<file path="src/rtl/smart_vending_machine.sv">
// Order packer: gathers 1..MAX_ITEMS snack codes from a serial item stream
// and emits them as one packed word with a single-cycle valid_o pulse.
//
// Handshake: valid-only stream, there is no ready. The packer accepts every
// beat on which valid_i is high. Once an order has started, its beats must
// arrive on consecutive cycles. A low valid_i inside an order aborts that
// order. valid_o is a one-cycle pulse, and packed_snack is meaningful while
// valid_o is high. Between pulses, packed_snack keeps the last completed order.
module smart_vending_machine #(
    parameter int SNACK_W   = 2,
    parameter int MAX_ITEMS = 4,
    parameter int OUT_W     = SNACK_W * MAX_ITEMS
) (
    input  logic                         clk,
    input  logic                         rst_n,
    input  logic                         valid_i,
    input  logic [SNACK_W-1:0]           snack,
    input  logic [$clog2(MAX_ITEMS)-1:0] quantity,
    output logic                         valid_o,
    output logic [OUT_W-1:0]             packed_snack
);

    localparam int CNT_W = $clog2(MAX_ITEMS);

    typedef enum logic {
        IDLE    = 1'b0,
        COLLECT = 1'b1
    } state_t;

    state_t             state_q, state_d;
    logic [CNT_W-1:0]   count_q, count_d;   // items stored so far in this order
    logic [CNT_W-1:0]   len_q,   len_d;     // order length minus one
    logic [OUT_W-1:0]   shift_q, shift_d;   // partial order being assembled
    logic               valid_q, valid_d;
    logic [OUT_W-1:0]   packed_q, packed_d;

    // State and datapath registers; reset discards any partial order
    always_ff @(posedge clk or negedge rst_n) begin
        if (!rst_n) begin
            state_q  <= IDLE;
            count_q  <= '0;
            len_q    <= '0;
            shift_q  <= '0;
            valid_q  <= 1'b0;
            packed_q <= '0;
        end else begin
            state_q  <= state_d;
            count_q  <= count_d;
            len_q    <= len_d;
            shift_q  <= shift_d;
            valid_q  <= valid_d;
            packed_q <= packed_d;
        end
    end

    // Next-state logic: latch the order length on the first beat, place each
    // item at its slot, and publish the word on the edge of the last item
    always_comb begin
        state_d  = state_q;
        count_d  = count_q;
        len_d    = len_q;
        shift_d  = shift_q;
        valid_d  = 1'b0;
        packed_d = packed_q;

        case (state_q)
            IDLE: begin
                if (valid_i) begin
                    len_d                 = quantity;
                    shift_d               = '0;
                    shift_d[SNACK_W-1:0]  = snack;
                    count_d               = CNT_W'(1);
                    if (quantity == '0) begin
                        // Single-item order completes immediately; stay in IDLE
                        valid_d  = 1'b1;
                        packed_d = shift_d;
                        count_d  = '0;
                    end else begin
                        state_d = COLLECT;
                    end
                end
            end
            COLLECT: begin
                if (valid_i) begin
                    // The first beat's quantity governs the order, so quantity is ignored here
                    shift_d[int'(count_q)*SNACK_W +: SNACK_W] = snack;
                    count_d = count_q + CNT_W'(1);
                    if (count_q == len_q) begin
                        valid_d  = 1'b1;
                        packed_d = shift_d;
                        count_d  = '0;
                        state_d  = IDLE;
                    end
                end else begin
                    // A gap inside an order aborts it without any output
                    state_d = IDLE;
                    count_d = '0;
                    shift_d = '0;
                end
            end
            default: begin
                state_d = IDLE;
                count_d = '0;
                shift_d = '0;
            end
        endcase
    end

    assign valid_o      = valid_q;
    assign packed_snack = packed_q;

endmodule

</file>
<file path="config.mk">
export PLATFORM = sky130hd
export DESIGN_NAME = smart_vending_machine
export DESIGN_NICKNAME = d
export VERILOG_FILES = /design/src/rtl/smart_vending_machine.sv
export SDC_FILE = /design/constraint.sdc
export NUM_CORES = 1
export LEC_CHECK = 0
export CORE_UTILIZATION = 50
export CTS_CLUSTER_SIZE = 20
export DETAILED_ROUTE_END_ITERATION = 16
export PLACE_DENSITY = 0.73
export SYNTH_ARGS = -nofsm -noshare
export SYNTH_HDL_FRONTEND = slang
export SYNTH_SLANG_ARGS = --single-unit
</file>
<file path="constraint.sdc">
create_clock -name clk -period 2.7 [get_ports clk]
set_clock_uncertainty 0.1 [all_clocks]
set_input_delay 0.27 -clock clk [delete_from_list [all_inputs] [get_ports clk]]
set_output_delay 0.27 -clock clk [all_outputs]
set_load 0.01 [all_outputs]
</file>
==> flow_summary.toml <==
[cts]
clk_latency_ns = 0.30
cts_tree = "yes"
cts_setup_buffers = 0
ctsHoldBuffers = 0
post_cts_resized = 0
htreeDepth = 1
clk_pin_slew_ns = 0.12
cts_buffers = 3
cts.sinks = 22
cts-root-buf = "clkbuf_4"
cts_buffer_depth = 2

[sta]
rsz0062_at_grt = "false"
slew_violations = 0
finalHoldViolations = 0
setup_viol = 0
tightest_slew_ns = 0.615
fin_crit_sh_pct = 78.2
post-route-min-period_ns = 2.11
relSlewSlack_pct = 58.9
fmax_ghz = 0.474
tns_ns = 0

[place]
port_buffers = 15
routabilityCongestion = 0.767
dp.final_hpwl_um = 1600

[synth]
yosysWarnings = 0
synth_area_leaders = "dfrtp_1, nor2b_1, mux2_4"
synth.avg_cell_area_um2 = 11.0
synth_edf_count = 0
syn_nets = 118
ys.flop_type = "dfrtp_1"
synth_common_cells = "dfrtp_1, nor2b_1, nand2_1"
ys_async_sr_fraction_pct = 100
synth_top_area_share_pct = 47.3
synth_top_cell_by_area = "dfrtp_1"
ys_seq_area_share_pct = 47.3
ys_ff_latch = 22
synthCells = 106
yosysMostFrequentCell = "dfrtp_1"
mappedNetlistArea_um2 = 1160
yosysUniqueCellTypes = 25

[routing]
vias = 828
viasPerCell = 5.56
drtIter0Drc = 12
drc = 0
drt_first_pass_iters = 4
route.antenna.remaining_nets = 0
wl_um = 2200
detail_route.wl_per_cell_um = 14.8

[floorplan]
die_area_um2 = 2530
die_x_um = 50.3
core-area_um2 = 2210
die_y_um = 50.3
num_rows = 17
start_util_pct = 52.7
ios = 16

[worst_setup_path]
setup.worst_path.end_class = "flop"
rr_worst_depth = 5
path_class = "reg -> reg"
cp_max_fo = 11
cp_data_required_time_ns = 2.84
cp-start-kind = "flop"
crit_arrival_ns = 2.25

[finish]
areaGrowthSynthToFinish_pct = 15.6
drive_above_1_share_pct = 12.4
nNetsFinal = 135
utilization_pct = 60.9
antenna_cells = 0

[grt]
grt_pass1_wl_um = 3670
overflow = 0
grt_usage_pct = 20.5
grt_max_degree = 23
grt_pass1_vias = 835
antenna_found_initial = 0

[power_and_ir_drop]
power_density_nw_per_um2 = 680
ir_drop_mv = 0.525
total_power_mw = 0.915
p_leak_nw = 0.599

[status]
outcome = "completed"

[run]
maxCapViolCount = 0

[min_path]
hold_class = "in -> async"
path summary, 6_finish.rpt:
| check | startpoint | to | slack [ns] |
|---|---|---|---|
| setup / recovery | count_q[0]$_DFFE_PN0N_ | shift_q[1]$_DFFE_PN0N_ | 0.59 |
| hold reg to reg | shift_q[2]$_DFFE_PN0N_ | shift_q[2]$_DFFE_PN0N_ | 0.39 |
| setup reg to reg | count_q[0]$_DFFE_PN0N_ | shift_q[1]$_DFFE_PN0N_ | 0.59 |
| max in group asynchronous | rst_n | packed_snack[1]$_DFFE_PN0P_ | 2.07 |
| min in group clk | shift_q[2]$_DFFE_PN0N_ | shift_q[2]$_DFFE_PN0N_ | 0.39 |
| hold / removal | rst_n | shift_q[7]$_DFFE_PN0N_ | 0.19 |
sequential cells by signal, summed over array words and instances, names as in the netlist:
| signal | cells |
|---|---|
| count_q | 2 |
| len_q | 2 |
| packed_snack | 8 |
| shift_q | 8 |
| state_q | 1 |
| valid_o | 1 |
metrics by stage:
stage / hold WS, ns / cells / cell area (um^2) / worst slack, ns
global route: 0.239 / 149 / 1350 / 0.472
global placement: 0.362 / 146 / 1320 / 0.562
floorplan: -0.126 / 106 / 1160 / 0.928
finish: 0.187 / 149 / 1350 / 0.588
detailed placement: 0.371 / 146 / 1320 / 0.507
CTS: 0.202 / 149 / 1350 / 0.633
kinds of logic after synthesis:
family	Yosys count	share of synthesized area, %
AO/OA/AOI/OAI	25	14.9
flip-flops	22	47.3
XOR/XNOR	2	2.79
adder cells (fa/ha/maj)	5	5.37
multiplexers	8	9.67
buffers and inverters	7	3.87
AND/OR/NAND/NOR	37	16.1
cell usage in the layout (no fill, tap or decap):
cell type and instances:
a22o_1 4, a31oi_1 4, a41oi_1 2, and2_1 1, buf_4 1, clkbuf_4 3, clkdlybuf4s50_1 15, dfrtp_1 22
ha_1 5, inv_1 3, mux2_2 2, mux2_4 6, nand2_1 14, nand2_2 1, nand2b_1 1, nand3_1 3
nor2_1 2, nor2b_1 15, o211ai_1 2, o21ai_0 9, o311a_1 1, o31ai_1 1, o32a_1 1, o32ai_1 1
xnor2_2 2
layer usage:
| metal | track usage, % | vias up | share of wire (%) |
|---|---|---|---|
| li1 | - | 408 | - |
| met1 | 22.5 | 391 | 48 |
| met2 | 36.4 | 23 | 47 |
| met3 | 3.64 | 6 | 2.9 |
| met4 | 11.9 | 0 | 2.6 |
| met5 | 0 | - | 0 |
power breakdown:
| group | switching, mW | internal (mW) | leakage (nW) |
|---|---|---|---|
| Clock | 0.0945 | 0.0520 | 0.0138 |
| Combinational | 0.157 | 0.173 | 0.294 |
| Sequential | 0.0571 | 0.381 | 0.292 |
worst max-delay path, stage by stage (launching register included):
cell	delay (ns)
dfrtp_1	0.59
inv_1	0.15
ha_1	0.41
o31ai_1	0.37
a22o_1	0.26
a22o_1	0.16
cell type report:
class	instances	area (um^2)
fill	199	866
sequential	22	551
timing repair buffer	16	158
multi-input combinational	77	569
inverter	3	11.3
clock buffer	3	22.5
tap	28	35.0
Note: power is estimated with default switching activity, not from simulation.
==> RTL change 1 (same flow settings) <==
Set the parameter `MAX_ITEMS` to 8 (it was 4).
--- a/src/rtl/smart_vending_machine.sv
+++ b/src/rtl/smart_vending_machine.sv
@@ -8,7 +8,7 @@
 // valid_o is high. Between pulses, packed_snack keeps the last completed order.
 module smart_vending_machine #(
     parameter int SNACK_W   = 2,
-    parameter int MAX_ITEMS = 4,
+    parameter int MAX_ITEMS = 8,
     parameter int OUT_W     = SNACK_W * MAX_ITEMS
 ) (
     input  logic                         clk,
Ports: changed (resized packed_snack and quantity); port bits go from 16 to 25. No check against the original RTL was run, so the function may have changed too.
==> RTL change 1 against the original RTL <==
- the flow now finishes with violations (hold timing)
- sequential share of layout area increased by 1.8 points
- clock power grew to 3.3 times the old value
- power grew 69%
- global-route usage is 2.7 points higher
- wire length is 90% higher
- utilization grew 2.2 points
- synthesized area is 68% higher
- sequential cell count grew 18
- cell area up 74%
- count of clock-buffer cells in the layout increased by 2
- setup slack worse by 210 ps
- largest power group unchanged
==> RTL change 1: results (changes against the original RTL) <==
global-route wire length before repair: 7210 µm (+96%)
violations in the final reports: hold timing
reg-to-reg critical path endpoint: packed_snack[1]
final hold slack: -13.6 ps (-201 ps)
net count after synthesis: 185 (+57%)
Seq/total area: 42.7% (+1.8 points)
CTS H-Tree Depth: 2 (+1)
post-placement worst setup slack: 429 ps (-77.4 ps)
non-clock buffer share of cell area: 11.0% (-0.71 points)
root buffer cell: sky130_fd_sc_hd__clkbuf_8
clock network area share: 4.75% (+3.1 points)
final hold violation count: 33 (+33)
Vias: 1,417 (+71%)
number of multi-input logic gates: 116 (+51%)
Die Span X: 64.6 µm (+28%)
layout cells sized above 1: 13.6% (+1.2 points)
area used by multi-input combinational logic: 887 µm² (+56%)
Area contributors post-synth: sky130_fd_sc_hd__dfrtp_1 51%, sky130_fd_sc_hd__o2bb2ai_1 6.3%, sky130_fd_sc_hd__mux2i_1 5.1%
detailed-placement wirelength estimate: 2920 µm (+83%)
reg-to-reg slack, setup: 370 ps (-210 ps)
number of fillers in the final layout: 301 (+51%)
Cells after DPL: 238 (+63%)
outcome: finished, violations left
number of synthesized register bits: 40 (+82%)
met2 track demand over resource: 36.3% (-0.13 points)
maximum number of pins on one net before global-route repair: 41 (+78%)
cells on worst reg2reg path: 7 (+2)
clock tree buffer count of the final layout: 5 (+2)
global placement routability congestion: 0.824 (+7.4%)
actual slew at the worst max-slew pin: 875 ps (+261 ps)
met3 usage in global routing: 5.28% (+1.6 points)
Cell variety after synth: 35 (+40%)
cts bufs inserted: 5 (+2)
crit-path max FO: 10 (-1)
Non-CTS inverters: 7 (+4)
[RTL change 1: changes by cell type in the layout (fill, tap and decap cells not counted), moves of 6 or more]
cell and delta:
sky130_fd_sc_hd__and3_1 +6, sky130_fd_sc_hd__clkdlybuf4s50_1 +8, sky130_fd_sc_hd__dfrtp_1 +18, sky130_fd_sc_hd__mux2_4 -6, sky130_fd_sc_hd__mux2i_1 +10, sky130_fd_sc_hd__nand2_1 +6
sky130_fd_sc_hd__nor2b_1 -14, sky130_fd_sc_hd__o2bb2ai_1 +14
[RTL change 1: cell families after synthesis]
kind of cell	count (synthesis)	synth area share, %
xor+xnor	3	2.11
simple gates	45	12.0
mux	15	7.99
fa+ha+maj	7	4.47
buf+inv	14	3.58
flops	40	51.1
compound gates	46	18.7
[RTL change 1: layer usage]
layer | part of all wire [%] | vias to the layer above | wire length [µm]
met4 | 1.5 | 0 | 62
met1 | 47 | 712 | 1990
li1 | - | 678 | -
met2 | 49 | 20 | 2040
met3 | 2.3 | 7 | 96
met5 | 0 | - | 0
[RTL change 1: worst max-delay path by stage]
stage,startpoint,end,slack [ps],cells after the start
CTS,count_q[1],packed_snack[0],380,7
global placement,count_q[1],packed_snack[1],530,7
detailed placement,count_q[1],packed_snack[0],430,7
global route,count_q[1],packed_snack[0],220,7
finish,count_q[1],packed_snack[1],370,7
floorplan,count_q[0],packed_snack[0],570,8
[RTL change 1: report_power, final]
part | internal [mW] | switching (mW) | total [mW] | leakage, nW
sequential | 0.640 | 0.0398 | 0.680 | 0.542
combinational | 0.165 | 0.214 | 0.379 | 0.461
clock | 0.273 | 0.212 | 0.485 | 0.0541
total | 1.08 | 0.466 | 1.54 | 1.06
==> RTL change 2 (same flow settings) <==
Without the edit above. `shift_q` no longer has a reset.
--- a/src/rtl/smart_vending_machine.sv
+++ b/src/rtl/smart_vending_machine.sv
@@ -40,17 +40,19 @@
             state_q  <= IDLE;
             count_q  <= '0;
             len_q    <= '0;
-            shift_q  <= '0;
             valid_q  <= 1'b0;
             packed_q <= '0;
         end else begin
             state_q  <= state_d;
             count_q  <= count_d;
             len_q    <= len_d;
-            shift_q  <= shift_d;
             valid_q  <= valid_d;
             packed_q <= packed_d;
         end
+    end
+
+    always_ff @(posedge clk) begin
+        shift_q <= shift_d;
     end
 
     // Next-state logic: latch the order length on the first beat, place each
Formal check against the unedited RTL: same outputs for any inputs over 10 cycles, from zero or initial values and one cycle with rst_n low; that may be too few to reach the edited logic, so the function may still have changed.
==> RTL change 2 against the original RTL <==
- wire length increased by 2.6%
- power increased by 13%
- global-route usage increased by 1.2 points
- count of clock-buffer cells in the layout increased by 1
- sequential cell count unchanged
- cell count decreased by 4.0%
- synthesized cell count decreased by 6.6%
- cell area unchanged
- setup slack improved by 44 ps
- synthesized area decreased by 2.6%
- fmax increased by 2.1%
- critical endpoint is now shift_q[1]
- largest power group unchanged
==> RTL change 2: results (changes against the original RTL) <==
outcome: completed
maximum number of pins on one net before global-route repair: 15 (-35%)
CP max stage delay: 570 ps (-20 ps)
clk buf depth: 2 (unchanged)
number of cells upsized or downsized after cts: 0 (unchanged)
Post-Syn Instances: 99 (-6.6%)
crit-path max FO: 9 (-2)
top cells by count, synth: 14 x sky130_fd_sc_hd__dfrtp_1, 9 x sky130_fd_sc_hd__nor2_1, 8 x sky130_fd_sc_hd__edfxtp_1, 8 x sky130_fd_sc_hd__nor2b_1
worst max-slew margin expressed relative to the limit: 55.7% (-3.2 points)
net count after synthesis: 111 (-5.9%)
IR drop worst, VDD: 0.416 mV (-21%)
cell with the most instances after synthesis: sky130_fd_sc_hd__dfrtp_1
CP delay by family, top: flip-flops
layout cells sized above 1: 14.7% (+2.3 points)
clock latency at the later pin of the worst-skew pair: 310 ps
met2 track demand over resource: 34.9% (-1.5 points)
final routed wire length divided by cell count: 15.8 µm (+6.9%)
drt first-iter violations: 28 (+16)
number of setup buffers added after CTS: 0 (unchanged)
routing usage on met1: 28.9% (+6.4 points)
net count of the finished layout: 129 (-4.4%)
global placement routability congestion: 0.873 (+14%)
initial antenna violation count: 0 (unchanged)
sequential element share of the synthesized area: 52.0% (+4.8 points)
total track usage: 21.7% (+1.2 points)
total iterations of the first detailed-routing run: 4 (unchanged)
number of fillers in the final layout: 174 (-13%)
diodes inserted: 0 (unchanged)
synthesis warning total: 0 (unchanged)
hold crit path type: in -> async
Area contributors post-synth: sky130_fd_sc_hd__dfrtp_1 31%, sky130_fd_sc_hd__edfxtp_1 21%, sky130_fd_sc_hd__ha_1 5.5%
share of synthesized registers carrying an async set or reset: 63.6% (-36 points)
count of flip-flops with a built-in enable after synthesis: 8 (+8)
via count of the first global-routing pass: 849 (+1.7%)
Cells after DPL: 139 (-4.8%)
vias per cell: 5.83 (+5.0%)
critical path arrival: 2040 ps (-210 ps)
Cell variety after synth: 30 (+20%)
static power due to leakage: 0.531 nW (-11%)
count of buffers inserted at the top-level ports: 15 (unchanged)
cts bufs inserted: 3 (unchanged)
root buffer cell: sky130_fd_sc_hd__clkbuf_4
Critical-path top delay cell: sky130_fd_sc_hd__dfrtp_1
global-route wire length before repair: 3910 µm (+6.4%)
total wire length: 2260 µm (+2.6%)
met3 usage in global routing: 4.01% (+0.38 points)
CTS H-Tree Depth: 1 (unchanged)
clock slew at reported path FFs: 120 ps (about the same)
detailed-placement wirelength estimate: 1700 µm (+6.0%)
[RTL change 2: cell types whose count changed after synthesis, sizes merged, moves of 6 or more]
cell / unedited run / this run
o21ai: 9 / 3
edfxtp: 0 / 8
nor2: 2 / 9
dfrtp: 22 / 14
nor2b: 15 / 8
nand2: 15 / 5
mux2: 8 / 2
[RTL change 2: kinds of logic after synthesis]
family / after synthesis / synth area share [%]
and+or+nand+nor: 32 / 16.5
AOI/OAI and AO/OA: 26 / 17.6
DFF: 22 / 52.0
buffers and inverters: 10 / 3.42
adders and majority gates: 5 / 5.51
xor gates and xnor gates: 2 / 2.87
muxes: 2 / 1.98
[RTL change 2: area by class of cell]
type | instances | area [µm²] | share of cell area [%]
multi-input cells | 67 | 505 | 37.5
clock buffers | 4 | 36.3 | 2.70
flip-flops and latches | 22 | 591 | 43.9
repair buffers | 15 | 150 | 11.2
well taps | 27 | 33.8 | 2.51
inverters | 8 | 30.0 | 2.23
[RTL change 2: metal layers]
metal  wire length [µm]  part of all wire (%)
met1               1070                    47
met2               1100                    49
met3                 60                   2.7
met4                 32                   1.4
met5                  0                     0
[RTL change 2: report_power, final]
| part | internal, mW | leakage [nW] | switching [mW] | total (mW) |
|---|---|---|---|---|
| logic | 0.182 | 0.244 | 0.187 | 0.369 |
| registers | 0.421 | 0.266 | 0.0568 | 0.478 |
| clock network | 0.0824 | 0.0210 | 0.102 | 0.184 |
[RTL change 2: through the flow]
step / worst slack (ps) / area (µm²) / hold slack (ps) / util, %
finish: 632 / 1350 / 250 / 65.9
global route: 506 / 1350 / 280 / 65.9
CTS: 636 / 1350 / 268 / 65.9
detailed placement: 657 / 1310 / 380 / 64.2
global placement: 682 / 1310 / 391 / 64.2
floorplan: 930 / 1130 / -126 / -
[RTL change 2: worst paths after layout]
check	endpoint	cells after the start	slack [ps]	startpoint
max in group asynchronous	packed_snack[7]	1	1830	rst_n
min in group clk	packed_snack[5]	1	410	packed_snack[5]
setup / recovery	shift_q[1]	5	630	count_q[0]
hold reg to reg	packed_snack[5]	1	410	packed_snack[5]
hold / removal	len_q[1]	1	250	rst_n
setup reg to reg	shift_q[1]	5	630	count_q[0]
